===== src/rtl/disp_pkg.sv =====
// Shared constants and helpers for the four-digit seven-segment scan driver.
package disp_pkg;

    localparam int          NUM_DIGITS = 4;
    localparam logic [7:0]  SEG_BLANK  = 8'hFF;
    localparam logic [3:0]  AN_OFF     = 4'b1111;

    // One-cold anode pattern that lights only the selected digit.
    function automatic logic [3:0] an_decode(input logic [1:0] sel);
        logic [3:0] an_v;
        case (sel)
            2'd0:    an_v = 4'b1110;
            2'd1:    an_v = 4'b1101;
            2'd2:    an_v = 4'b1011;
            2'd3:    an_v = 4'b0111;
            default: an_v = AN_OFF;
        endcase
        return an_v;
    endfunction

endpackage


===== src/rtl/disp_refresh_timer.sv =====
// Slot counter and digit select for the scan driver; decodes blanking,
// slot-terminal and frame-boundary strobes from its own state.
module disp_refresh_timer
    import disp_pkg::*;
#(
    parameter int REFRESH_COUNT_MAX = 100000,
    parameter int BLANK_CYCLES      = 1000,
    parameter int CNT_WIDTH         = 17
) (
    input  logic       clk,
    input  logic       reset,
    output logic [1:0] sel,
    output logic       blank,
    output logic       terminal,
    output logic       frame_boundary
);

    localparam logic [CNT_WIDTH-1:0] CNT_LAST  = CNT_WIDTH'(REFRESH_COUNT_MAX - 1);
    localparam logic [CNT_WIDTH-1:0] CNT_ONE   = CNT_WIDTH'(1);
    localparam logic [CNT_WIDTH-1:0] BLANK_LIM = CNT_WIDTH'(BLANK_CYCLES);

    logic [CNT_WIDTH-1:0] cnt_r;
    logic [1:0]           sel_r;

    // Advance the slot counter; step to the next digit on the last cycle of a slot.
    always_ff @(posedge clk) begin
        if (!reset) begin
            cnt_r <= '0;
            sel_r <= 2'd0;
        end else if (terminal) begin
            cnt_r <= '0;
            sel_r <= sel_r + 2'd1;
        end else begin
            cnt_r <= cnt_r + CNT_ONE;
        end
    end

    assign sel            = sel_r;
    assign terminal       = (cnt_r == CNT_LAST);
    assign frame_boundary = terminal && (sel_r == 2'd3);

    // With no gap the compare would be against zero, so it is removed entirely.
    generate
        if (BLANK_CYCLES == 0) begin : g_no_blank
            assign blank = 1'b0;
        end else begin : g_blank
            assign blank = (cnt_r < BLANK_LIM);
        end
    endgenerate

endmodule


===== src/rtl/disp_mux.sv =====
// Four-digit seven-segment scan driver: per-frame digit snapshots, blanking
// gap at each digit switch, registered segment/anode/frame_tick outputs.
module disp_mux
    import disp_pkg::*;
#(
    parameter int REFRESH_COUNT_MAX = 100000,
    parameter int BLANK_CYCLES      = 1000,
    parameter int CNT_WIDTH         = 17
) (
    input  logic       clk,
    input  logic       reset,
    input  logic [7:0] dig_0,
    input  logic [7:0] dig_1,
    input  logic [7:0] dig_2,
    input  logic [7:0] dig_3,
    input  logic [3:0] digit_en,
    output logic [7:0] seg,
    output logic [3:0] an,
    output logic       frame_tick
);

    logic [1:0] sel_s;
    logic       blank_s;
    logic       terminal_s;
    logic       frame_boundary_s;

    logic [NUM_DIGITS-1:0][7:0] shadow_r;

    disp_refresh_timer #(
        .REFRESH_COUNT_MAX (REFRESH_COUNT_MAX),
        .BLANK_CYCLES      (BLANK_CYCLES),
        .CNT_WIDTH         (CNT_WIDTH)
    ) u_timer (
        .clk            (clk),
        .reset          (reset),
        .sel            (sel_s),
        .blank          (blank_s),
        .terminal       (terminal_s),
        .frame_boundary (frame_boundary_s)
    );

    // Snapshot digits at the frame boundary and drive the bus from pre-edge state.
    always_ff @(posedge clk) begin
        if (!reset) begin
            shadow_r   <= {NUM_DIGITS{SEG_BLANK}};
            seg        <= SEG_BLANK;
            an         <= AN_OFF;
            frame_tick <= 1'b0;
        end else begin
            if (frame_boundary_s) begin
                shadow_r <= {dig_3, dig_2, dig_1, dig_0};
            end else begin
                shadow_r <= shadow_r;
            end
            if (blank_s || !digit_en[sel_s]) begin
                seg <= SEG_BLANK;
                an  <= AN_OFF;
            end else begin
                seg <= shadow_r[sel_s];
                an  <= an_decode(sel_s);
            end
            frame_tick <= frame_boundary_s;
        end
    end

endmodule


===== config.mk =====
export PLATFORM = sky130hd
export DESIGN_NAME = disp_mux
export DESIGN_NICKNAME = d
export VERILOG_FILES = /design/src/rtl/disp_pkg.sv /design/src/rtl/disp_refresh_timer.sv /design/src/rtl/disp_mux.sv
export SDC_FILE = /design/constraint.sdc
export NUM_CORES = 1
export LEC_CHECK = 0
export ABC_AREA = 0
export CAP_MARGIN = 20
export CORE_ASPECT_RATIO = 1.5
export CORE_UTILIZATION = 52
export DETAILED_ROUTE_END_ITERATION = 16
export PLACE_DENSITY_LB_ADDON = 0.1
export SKIP_CTS_REPAIR_TIMING = 1
export SYNTH_ARGS = -nofsm -noshare
export SYNTH_HDL_FRONTEND = slang
export SYNTH_SLANG_ARGS = --single-unit

===== constraint.sdc =====
create_clock -name clk -period 2.7 [get_ports clk]
set_clock_uncertainty 0.1 [all_clocks]
set_input_delay 0.54 -clock clk [delete_from_list [all_inputs] [get_ports clk]]
set_output_delay 0.54 -clock clk [all_outputs]
set_load 0.02 [all_outputs]

======== Yosys cells after proc, flatten, opt, wreduce, memory -nomap -nowiden ========
Index checks and enable logic that the tools add are counted.
word-level totals
  bits of input ports ..................... 38
  bits in registers ....................... 64
  output and inout bits ................... 13
  logic and storage cells ................. 29
operators by class
  add/sub/neg operators ................... 2
  reductions and logical operators ........ 6
  multiplexer cells ....................... 5
  equality and inequality tests ........... 4
  magnitude comparators ................... 2
  bitwise logic cells ..................... 1
operators by type and width
  kind                   count
  $add 17x1->17 const B  1
  $eq 17x17->1 const B   1
  $lt 17x10->1 const B   1
  $bmux 8 s2             1
  $pmux 4 s4             1
  $mux 8                 1
  $eq 2x2->1 const B     2
  $reduce_or 2->1        2
  $lt 2x3->1 const B     1
  $add 2x1->2 const B    1
  $bmux 1 s2             1
  $eq 2x1->1 const B     1
  $logic_not 2->1        1
  $logic_and 1x1->1      1
  $logic_not 1->1        1
  $logic_or 1x1->1       1
  $mux 1                 1
  $not 1->1              1

======== Depth between registers and ports, before layout ========
Gate-level depths: netlist of run 1.
  depth in word-level cells ............... 5
  mapped depth ............................ 8
  mapped depth without buffers ............ 5

======== Modules after synthesis ========
A second synthesis of run 1 with hierarchy kept.
unflattened totals
  cell total of the unflattened synthesis .. 250
  area total of the unflattened synthesis .. 2678.8 um^2
by module, submodules not included
  module              instances  cells each  seq. area each (um^2)  area an instance (um^2)
  disp_mux            1          146         900.9                  1712.9
  disp_refresh_timer  1          104         380.4                  965.9

======== Worst setup path after synthesis of run 1 ========
No wires, ideal clock.
  kind .................................... register to register
  from .................................... reg u_timer.cnt_r[0]
  to ...................................... reg shadow_r[10] in the netlist's numbering
  cell stages (with the launch flop) ...... 8
  path buffers ............................ 2
  data required time ...................... 2.450 ns
  arrival ................................. 1.960 ns
  clock period less this slack ............ 2.210 ns
  slack ................................... 0.490 ns
  setup time .............................. 0.150 ns
  cells stage by stage .................... dfxtp_1 -> ha_1 -> nand3_2 -> or4b_1 -> buf_6 -> nor3_4 -> buf_4 -> o221ai_1
on the way
  longest elaborated chain between the ends .. 2
RTL lines
  item                      RTL line                  source
  start: declaration        disp_refresh_timer.sv:22  logic [CNT_WIDTH-1:0] cnt_r;
  start signal: assignment  disp_refresh_timer.sv:34  cnt_r <= cnt_r + CNT_ONE;
  $eq 17x17->1              disp_refresh_timer.sv:39  assign terminal = (cnt_r == CNT_LAST);
  $logic_and 1x1->1         disp_refresh_timer.sv:40  assign frame_boundary = terminal && (sel_r == 2'd3);
  end signal: assignment    disp_mux.sv:45            shadow_r <= {NUM_DIGITS{SEG_BLANK}};
  end signal: assignment    disp_mux.sv:51            shadow_r <= {dig_3, dig_2, dig_1, dig_0};
  end signal: assignment    disp_mux.sv:53            shadow_r <= shadow_r;
  end: declaration          disp_mux.sv:27            logic [NUM_DIGITS-1:0][7:0] shadow_r;
Every way passes these cells.
A chain may end at the register's enable or synchronous reset.

======== Worst setup path in the final report of run 1 ========
  from .................................... reg u_timer.cnt_r[0]
  to ...................................... reg shadow_r[30] in the netlist's numbering
Same word-level chain as after synthesis.

==> flow_summary_export.csv, run 1 <==
group,metric,value,unit
run_status,status,"finished, final reports clean",
power,peakVddDrop,0.3545,mV
floorplan,num_rows,32,
critical_path,crit_type,"reg2reg",
drt,wl_per_cell,14.87,µm
global_routing,grt_pass1_wl,10.37,mm
cells_and_area,drive_gt1_frac,0.1101,
timing,setup_viol,0,
critical_path,cp_max_fo,18,
clock_network,root_buffer,"clkbuf_8",
yosys,syn-instance-count,291,
floorplan,core,0.005165,mm²
cells_and_area,final_cell_mix,"dfxtp_1, clkdlybuf4s50_1, nand2_1, inv_1, nor2_1",
power,power_frac_comb,0.040,
critical_path,critPathCaptureType,"register",
drt,first_pass_iters,4,
power,switching_share,0.1896,
yosys,seq_area_frac_synth,0.4565,
cells_and_area,diodes,0,
yosys,synthesis.nets,335,
drt,post_drt_via_cell_ratio,5.501,
cells_and_area,fillers,428,
floorplan,start_util,0.5434,
yosys,synth_compound_area_frac,0.1547,
yosys,ys_ff_latch,64,
clock_network,cts_sinks,64,
yosys,syn-cell-area,0.002806,mm²
clock_network,htreeDepth,3,
drt,drtAntennaViolNets,0,
drt,drtIter0Drc,170,
critical_path,worstPathRequired,2790,ps
floorplan,dieArea,0.005701,mm²
power,powerDensity,552.7,mW/mm²
timing,tightest_slew,609.1,ps
clock_network,cts_tree,"built",
clock_network,clk_path_buf_depth,2,
floorplan,die_w,61.99,µm
drt,num_vias,2272,
power,power.switching,0.0003742,W
global_routing,antenna_found_initial,0,
yosys,synth_ff_type,"dfxtp_1",
timing,fin_crit,2348,ps
placement,io_buffer_count,50,
critical_path,start_kind,"register",
timing,maxSlewHeadroom,0.5939,
power,clockPowerShare,0.478,
timing,fin_crit_sh,0.8697,
placement,gp_congestion,0.7790,
yosys,synth_mux_area_frac,0.07579,
global_routing,grt_pass1_vias,2308,
hold_path,worstHoldPathType,"reg2reg",
clock_network,path_clk_slew,70,ps
timing,drv_slew,0,
power,p_int,0.001599,W
global_routing,globalRouteOverflowTotal,0,
clock_network,clock_latency,330,ps
global_routing,grt_max_degree,41,
yosys,yosysUniqueCellTypes,33,
timing,fin_tns_setup,0,ps
timing,rsz0062_at_grt,"false",
timing,holdWs,365.4,ps
drt,wl,6.141,mm
yosys,synthAdderAreaFrac,0.02675,
cells_and_area,area_growth,27.24,%
cells_and_area,final_common_cell,"dfxtp_1",
cells_and_area,utilization,0.6914,
job,max_cap_viol_count,0,
yosys,postSynthAreaPerCell,9.644,µm²
yosys,synth_top_family_by_area,"simple AND/OR/NAND/NOR gates",
power,p_leak,1.305,nW
global_routing,track_usage,0.2495,
yosys,yosysWarnings,0,
timing,max_clock_freq,425.8,MHz
critical_path,worstPathArrival,2440,ps
yosys,synth_edf_count,0,
yosys,yosys.area_share.simple,0.1672,
placement,dp_hpwl,4.133,mm
critical_path,r2r_slack,350,ps
power,p_seq_frac,0.482,
floorplan,die_h,91.98,µm
yosys,synth-xor-area-share,0.04369,
clock_network,cts-buffers-inserted,9,
yosys,async_flop_share,0,
cells_and_area,fin_nets,384,
timing,finalHoldViolCount,0,
floorplan,io_pins,51,
drt,drc,0,
==> state kept, by name (all words and copies together) (netlist names) <==
signal,count
u_timer.sel,2
frame_tick,1
seg,8
an,4
shadow_r,32
u_timer.cnt_r,17
==> stage by stage <==
stage               area (µm²)  std cells  total power (W)  setup slack, ps
global route              3571        413         0.002042            189.5
detailed placement        3338        397         0.001052            368.4
CTS                       3571        413         0.001988            331.9
finish                    3571        413         0.001974            351.7
global placement          3338        397         0.001051            453.1
floorplan                 2806        291        0.0009915            490.3
==> metal layers <==
| layer | GRT usage | vias up | part of all wire |
|---|---|---|---|
| li1 | - | 1130 | - |
| met1 | 0.2918 | 1064 | 0.41 |
| met2 | 0.4016 | 60 | 0.52 |
| met3 | 0.06347 | 18 | 0.040 |
| met4 | 0.1315 | 0 | 0.034 |
| met5 | 0 | - | 0 |
==> synth_stat cells, types with 4 or more instances <==
cell type  count  area, µm²
buf_6          5      56.30
clkbuf_1      12      45.04
dfxtp_1       64       1281
ha_1           6      75.07
inv_1         23      86.33
mux4_2         9      202.7
nand2_1       44      165.2
nand2b_1       7      43.79
nand3_1        4      20.02
nand4_1        5      31.28
nor2_1        19      71.32
nor3_1         7      35.03
nor4_1         5      31.28
o211ai_1      17      127.6
o221ai_1      13      113.9
o221ai_2       4      60.06
o31ai_1       15      112.6
xnor2_1       12      105.1
==> power groups by stage <==
stage	logic (W)	clock network [W]	registers, W
2_1_floorplan	0.0000194	0	0.000972
3_3_place_gp	0.0000783	0	0.000973
3_5_place_dp	0.0000788	0	0.000973
4_1_cts	0.0000793	0.000957	0.000952
5_1_grt	0.0000857	0.00100	0.000952
6_report	0.0000790	0.000943	0.000952
==> final timing paths <==
path	depth (start not counted)	from	to
worst max-delay path	7	u_timer.cnt_r[0]	shadow_r[30]
worst min-delay path	1	u_timer.cnt_r[0]	u_timer.cnt_r[0]
worst max register to register	7	u_timer.cnt_r[0]	shadow_r[30]
worst min register to register	1	u_timer.cnt_r[0]	u_timer.cnt_r[0]
==> kinds of logic after synthesis <==
family / count (synthesis)
AO/OA/AOI/OAI: 53
adder cells (fa/ha/maj): 6
buffers and inverters: 45
XOR/XNOR: 14
flip-flops: 64
multiplexers: 10
AND/OR/NAND/NOR: 99
==> worst max-delay path, cell delays in order, from the launching register on <==
cell	delay [ps]
dfxtp_1	370
ha_1	230
nand3_2	110
or4b_1	580
buf_4	230
nor3_4	160
buf_4	270
o221ai_1	140
==> layout make-up <==
class                   instances  area (µm²)  area share
repair buffers                 59       568.0      0.1591
well taps                      68       85.08     0.02383
clock buffers                  14       172.7     0.04835
flip-flops and latches         64        1281      0.3588
clock inverters                 2       60.06     0.01682
inverters                      24       90.09     0.02523
multi-input cells             182        1314      0.3679
Note: power is estimated with default switching activity, not from simulation.
==> run 2: changes to the inputs <==
Settings changed: CORE_MARGIN set to 2, SLEW_MARGIN set to 20.
==> run 2 against run 1 <==
Setup slack worse by 48 ps. Via count down 1.2%. Die area up 5.5%. Sequential share of layout area up 0.32 points. Critical path depth down 1. Non-clock buffer count up 1. Critical endpoint is now u_timer.cnt_r[1]. Largest cell class unchanged. Largest power group unchanged.
==> flow_summary_export.csv, run 2 (same netlist as run 1, synthesis figures left out) <==
group,metric,value,unit
power,p_seq_frac,0.517,
cells_and_area,multi_input_area,0.001314,mm²
timing,fin_crit_sh,0.8877,
timing,rsz0062_at_grt,"false",
cells_and_area,regArea,0.001281,mm²
critical_path,crit_type,"reg2reg",
critical_path,cp_max_fo,19,
timing,setup_viol,0,
global_routing,grt_max_degree,41,
placement,gp_congestion,0.8441,
job,max_cap_viol_count,0,
global_routing,antenna_found_initial,0,
hold_path,worstHoldPathType,"reg2reg",
clock_network,htreeDepth,3,
power,peakVddDrop,0.3946,mV
power,clockPowerShare,0.439,
floorplan,start_util,0.5434,
clock_network,cts_sinks,64,
drt,drtIter0Drc,132,
cells_and_area,utilization,0.6853,
cells_and_area,fin_nets,385,
cells_and_area,largest_register_ffs,32,
global_routing,track_usage,0.2206,
power,switching_share,0.2023,
floorplan,die_w,63.99,µm
clock_network,root_buffer,"clkbuf_8",
critical_path,critPathCaptureType,"register",
power,p_leak,1.289,nW
clock_network,clk_path_buf_depth,2,
global_routing,grt_pass1_wl,10.05,mm
floorplan,dieArea,0.006013,mm²
timing,finalHoldViolCount,0,
clock_network,clock_latency,330,ps
placement,placed_area,0.003346,mm²
timing,maxSlewHeadroom,0.6670,
power,power_frac_comb,0.043,
drt,num_vias,2245,
drt,post_drt_via_cell_ratio,5.449,
floorplan,die_h,93.98,µm
drt,first_pass_iters,4,
power,p_int,0.001467,W
timing,tightest_slew,499.6,ps
cells_and_area,largest-register,"shadow_r",
drt,drc,0,
timing,drv_slew,0,
timing,fin_crit,2397,ps
drt,wl_per_cell,14.61,µm
power,power.switching,0.0003720,W
clock_network,cts-buffers-inserted,9,
timing,max_clock_freq,417.2,MHz
cells_and_area,final_common_cell,"dfxtp_1",
floorplan,core,0.005165,mm²
drt,drtAntennaViolNets,0,
power,powerDensity,519.6,mW/mm²
timing,fin_tns_setup,0,ps
placement,io_buffer_count,50,
global_routing,globalRouteOverflowTotal,0,
floorplan,num_rows,32,
critical_path,worstPathRequired,2830,ps
cells_and_area,diodes,0,
clock_network,path_clk_slew,70,ps
cells_and_area,area_growth,26.13,%
critical_path,start_kind,"register",
clock_network,cts_tree,"built",
cells_and_area,largestRegisters,"shadow_r x32, u_timer.cnt_r x17, seg x8",
critical_path,worstPathArrival,2530,ps
cells_and_area,final_cell_mix,"dfxtp_1, clkdlybuf4s50_1, nand2_1, inv_1, nor2_1",
floorplan,io_pins,51,
run_status,status,"finished, final reports clean",
cells_and_area,fillers,402,
drt,wl,6.021,mm
cells_and_area,drive_gt1_frac,0.1134,
placement,dp_hpwl,4.114,mm
global_routing,grt_pass1_vias,2233,
cells_and_area,fin_area,0.003540,mm²
run 2: cell count changes in the layout (fill, tap and decap cells not counted):
cell	before	now
clkbuf_8	12	11
clkbuf_1	2	0
clkinvlp_4	0	1
bufinv_16	2	1
clkinv_2	0	1
buf_4	9	10
run 2: layout make-up:
| type | count | share of cell area |
|---|---|---|
| timing repair buffer | 60 | 0.1626 |
| tap | 68 | 0.02404 |
| inverter | 24 | 0.02545 |
| clock buffer | 11 | 0.04277 |
| sequential | 64 | 0.3620 |
| clock inverter | 3 | 0.01202 |
| multi-input combinational | 182 | 0.3712 |
run 2: final timing paths:
| check | startpoint | endpoint | slack, ps | cells after the start |
|---|---|---|---|---|
| worst max-delay path | u_timer.cnt_r[0] | u_timer.cnt_r[1] | 300 | 6 |
| worst min-delay path | u_timer.cnt_r[0] | u_timer.cnt_r[0] | 370 | 1 |
| worst max register to register | u_timer.cnt_r[0] | u_timer.cnt_r[1] | 300 | 6 |
| worst min register to register | u_timer.cnt_r[0] | u_timer.cnt_r[0] | 370 | 1 |
run 2: critical path: stages, from the launching register on:
cell     delay [ps]
dfxtp_1         370
ha_1            240
nand3_2         120
or4b_1          740
or2_1           310
buf_4           210
and3_1          190
run 2: power by group through the flow:
stage | sequential [W] | combinational [W] | clock (W)
5_1_grt | 0.000952 | 0.0000857 | 0.000863
6_report | 0.000952 | 0.0000792 | 0.000808
4_1_cts | 0.000952 | 0.0000797 | 0.000824
3_3_place_gp | 0.000973 | 0.0000783 | 0
3_5_place_dp | 0.000973 | 0.0000792 | 0
2_1_floorplan | 0.000972 | 0.0000194 | 0
run 2: metal layers:
metal | share of wire | global-route usage | vias up
met3 | 0.049 | 0.05156 | 9
met1 | 0.40 | 0.2406 | 1040
met2 | 0.53 | 0.3776 | 70
met5 | 0 | 0 | -
met4 | 0.025 | 0.1431 | 0
li1 | - | - | 1126
run 2: through the flow:
step | instances | setup slack (ps) | hold slack, ps | total power, W
6_report | 412 | 303.3 | 371.1 | 0.001839
4_1_cts | 412 | 307.5 | 374.4 | 0.001855
2_1_floorplan | 291 | 490.3 | 329.7 | 0.0009915
5_1_grt | 412 | 158.3 | 393.3 | 0.001901
3_3_place_gp | 398 | 381.0 | 343.8 | 0.001051
3_5_place_dp | 398 | 331.3 | 358.8 | 0.001052
==> run 3: changes to the inputs <==
Settings changed: MAX_ROUTING_LAYER set to met4, RECOVER_POWER set to 25.
==> run 3 against run 2 <==
Global-route usage grew 0.62 points. Die area did not move. Non-clock buffer count unchanged. Combinational power barely moved. Core utilization decreased by 0.073 points. Flip-flop and latch count is the same. Critical path depth unchanged. Setup slack lost 1.7 ps. Maximum frequency about the same. First-iteration DRC count up 6.1%. Design area down 0.11%. Routed wire length is 0.71% higher. Critical path type unchanged. Critical endpoint unchanged. Largest power group unchanged.
==> flow_summary_export.csv, run 3 (same netlist as run 1, synthesis figures left out) <==
group,metric,value,unit
floorplan,start_util,0.5434,
cells_and_area,utilization,0.6846,
critical_path,path_cells,"ha_1 > nand3_2 > or4b_1 > or2_1 > buf_4 > and3_1",
critical_path,start_kind,"register",
drt,drtAntennaViolNets,0,
timing,fin_tns_setup,0,ps
timing,drv_slew,0,
critical_path,max_stage_delay,740,ps
timing,tightest_slew,580.9,ps
timing,setup_slack,301.6,ps
power,peakVddDrop,0.3949,mV
hold_path,hold_depth,1,
cells_and_area,largest_register_ffs,32,
critical_path,worstRegToRegCells,6,
critical_path,cp_max_fo,19,
clock_network,htreeDepth,3,
timing,max_clock_freq,416.9,MHz
cells_and_area,largestRegisters,"shadow_r x32, u_timer.cnt_r x17, seg x8",
hold_path,worstHoldPathType,"reg2reg",
cells_and_area,final_common_cell,"dfxtp_1",
global_routing,grt_pass1_wl,10.06,mm
critical_path,critPathCaptureType,"register",
job,max_cap_viol_count,0,
placement,io_buffer_count,50,
clock_network,cts_tree,"built",
cells_and_area,largest-register,"shadow_r",
timing,finalHoldViolCount,0,
timing,rsz0062_at_grt,"false",
run_status,status,"finished, final reports clean",
timing,fin_crit,2398,ps
floorplan,die_h,93.98,µm
power,fin_total_pwr,0.001840,W
clock_network,cts-buffers-inserted,9,
critical_path,worst_path_max_delay_cell,"or4b_1",
timing,setup_viol,0,
clock_network,root_buffer,"clkbuf_8",
floorplan,core,0.005165,mm²
placement,dp_slack,331.3,ps
floorplan,dieArea,0.006013,mm²
cells_and_area,fin_nets,385,
global_routing,grt_pass1_vias,2238,
drt,wl_per_cell,14.72,µm
clock_network,cts_sinks,64,
floorplan,io_pins,51,
drt,first_pass_iters,4,
drt,num_vias,2257,
timing,maxSlewHeadroom,0.6127,
critical_path,worstPathArrival,2530,ps
clock_network,clk_path_buf_depth,2,
floorplan,die_w,63.99,µm
floorplan,num_rows,32,
power,p_leak,1.252,nW
power,powerDensity,520.5,mW/mm²
global_routing,grt_max_degree,41,
critical_path,crit_type,"reg2reg",
global_routing,antenna_found_initial,0,
placement,gp_congestion,0.8573,
placement,dp_hpwl,4.114,mm
cells_and_area,diodes,0,
cells_and_area,drive_gt1_frac,0.1105,
critical_path,worstPathRequired,2830,ps
cells_and_area,final_cell_mix,"dfxtp_1, nand2_1, clkdlybuf4s50_1, inv_1, nor2_1",
timing,fin_crit_sh,0.8883,
drt,drtIter0Drc,140,
global_routing,globalRouteOverflowTotal,0,
drt,post_drt_via_cell_ratio,5.478,
drt,wl,6.064,mm
global_routing,track_usage,0.2269,
clock_network,path_clk_slew,70,ps
clock_network,clock_latency,330,ps
drt,drc,0,
cells_and_area,area_growth,25.99,%
run 3: final timing paths:
path | slack [ps] | to | from
setup / recovery | 300 | u_timer.cnt_r[1] | u_timer.cnt_r[0]
hold / removal | 370 | u_timer.cnt_r[0] | u_timer.cnt_r[0]
setup reg to reg | 300 | u_timer.cnt_r[1] | u_timer.cnt_r[0]
hold reg to reg | 370 | u_timer.cnt_r[0] | u_timer.cnt_r[0]
run 3: through the flow:
stage / hold slack [ps] / std cells / instance area (µm²)
3_3_place_gp: 343.8 / 398 / 3346
6_report: 371.3 / 412 / 3536
2_1_floorplan: 329.7 / 291 / 2806
3_5_place_dp: 358.8 / 398 / 3346
4_1_cts: 374.4 / 412 / 3540
5_1_grt: 393.3 / 412 / 3536
run 3: worst max-delay path, delay by kind of cell (launching register included):
family / cells / cell delay (ps)
flops: 1 / 370
buf+inv: 1 / 210
simple gates: 4 / 1370
fa+ha+maj: 1 / 240
run 3: cell type report:
cell class	instances	area, µm²
Clock buffer	11	151.4
Multi-Input combinational cell	182	1314
Sequential cell	64	1281
Clock inverter	3	42.54
Tap cell	68	85.08
Timing Repair Buffer	60	571.8
Fill cell	404	1629
Inverter	24	90.09
run 3: power breakdown:
part           internal (W)  leakage [nW]  total (W)  switching, W
clock              0.000465        0.0973   0.000809      0.000345
sequential         0.000948         0.518   0.000952    0.00000414
combinational     0.0000549         0.637  0.0000791     0.0000243
total               0.00147          1.25    0.00184      0.000373
run 3: layer usage:
metal | GRT usage | vias up | part of all wire | routed length [µm]
li1 | - | 1127 | - | -
met4 | 0.1431 | 0 | 0.029 | 178
met3 | 0.05156 | 11 | 0.046 | 279
met1 | 0.2414 | 1052 | 0.40 | 2454
met5 | - | - | 0 | 0
met2 | 0.3776 | 67 | 0.52 | 3151
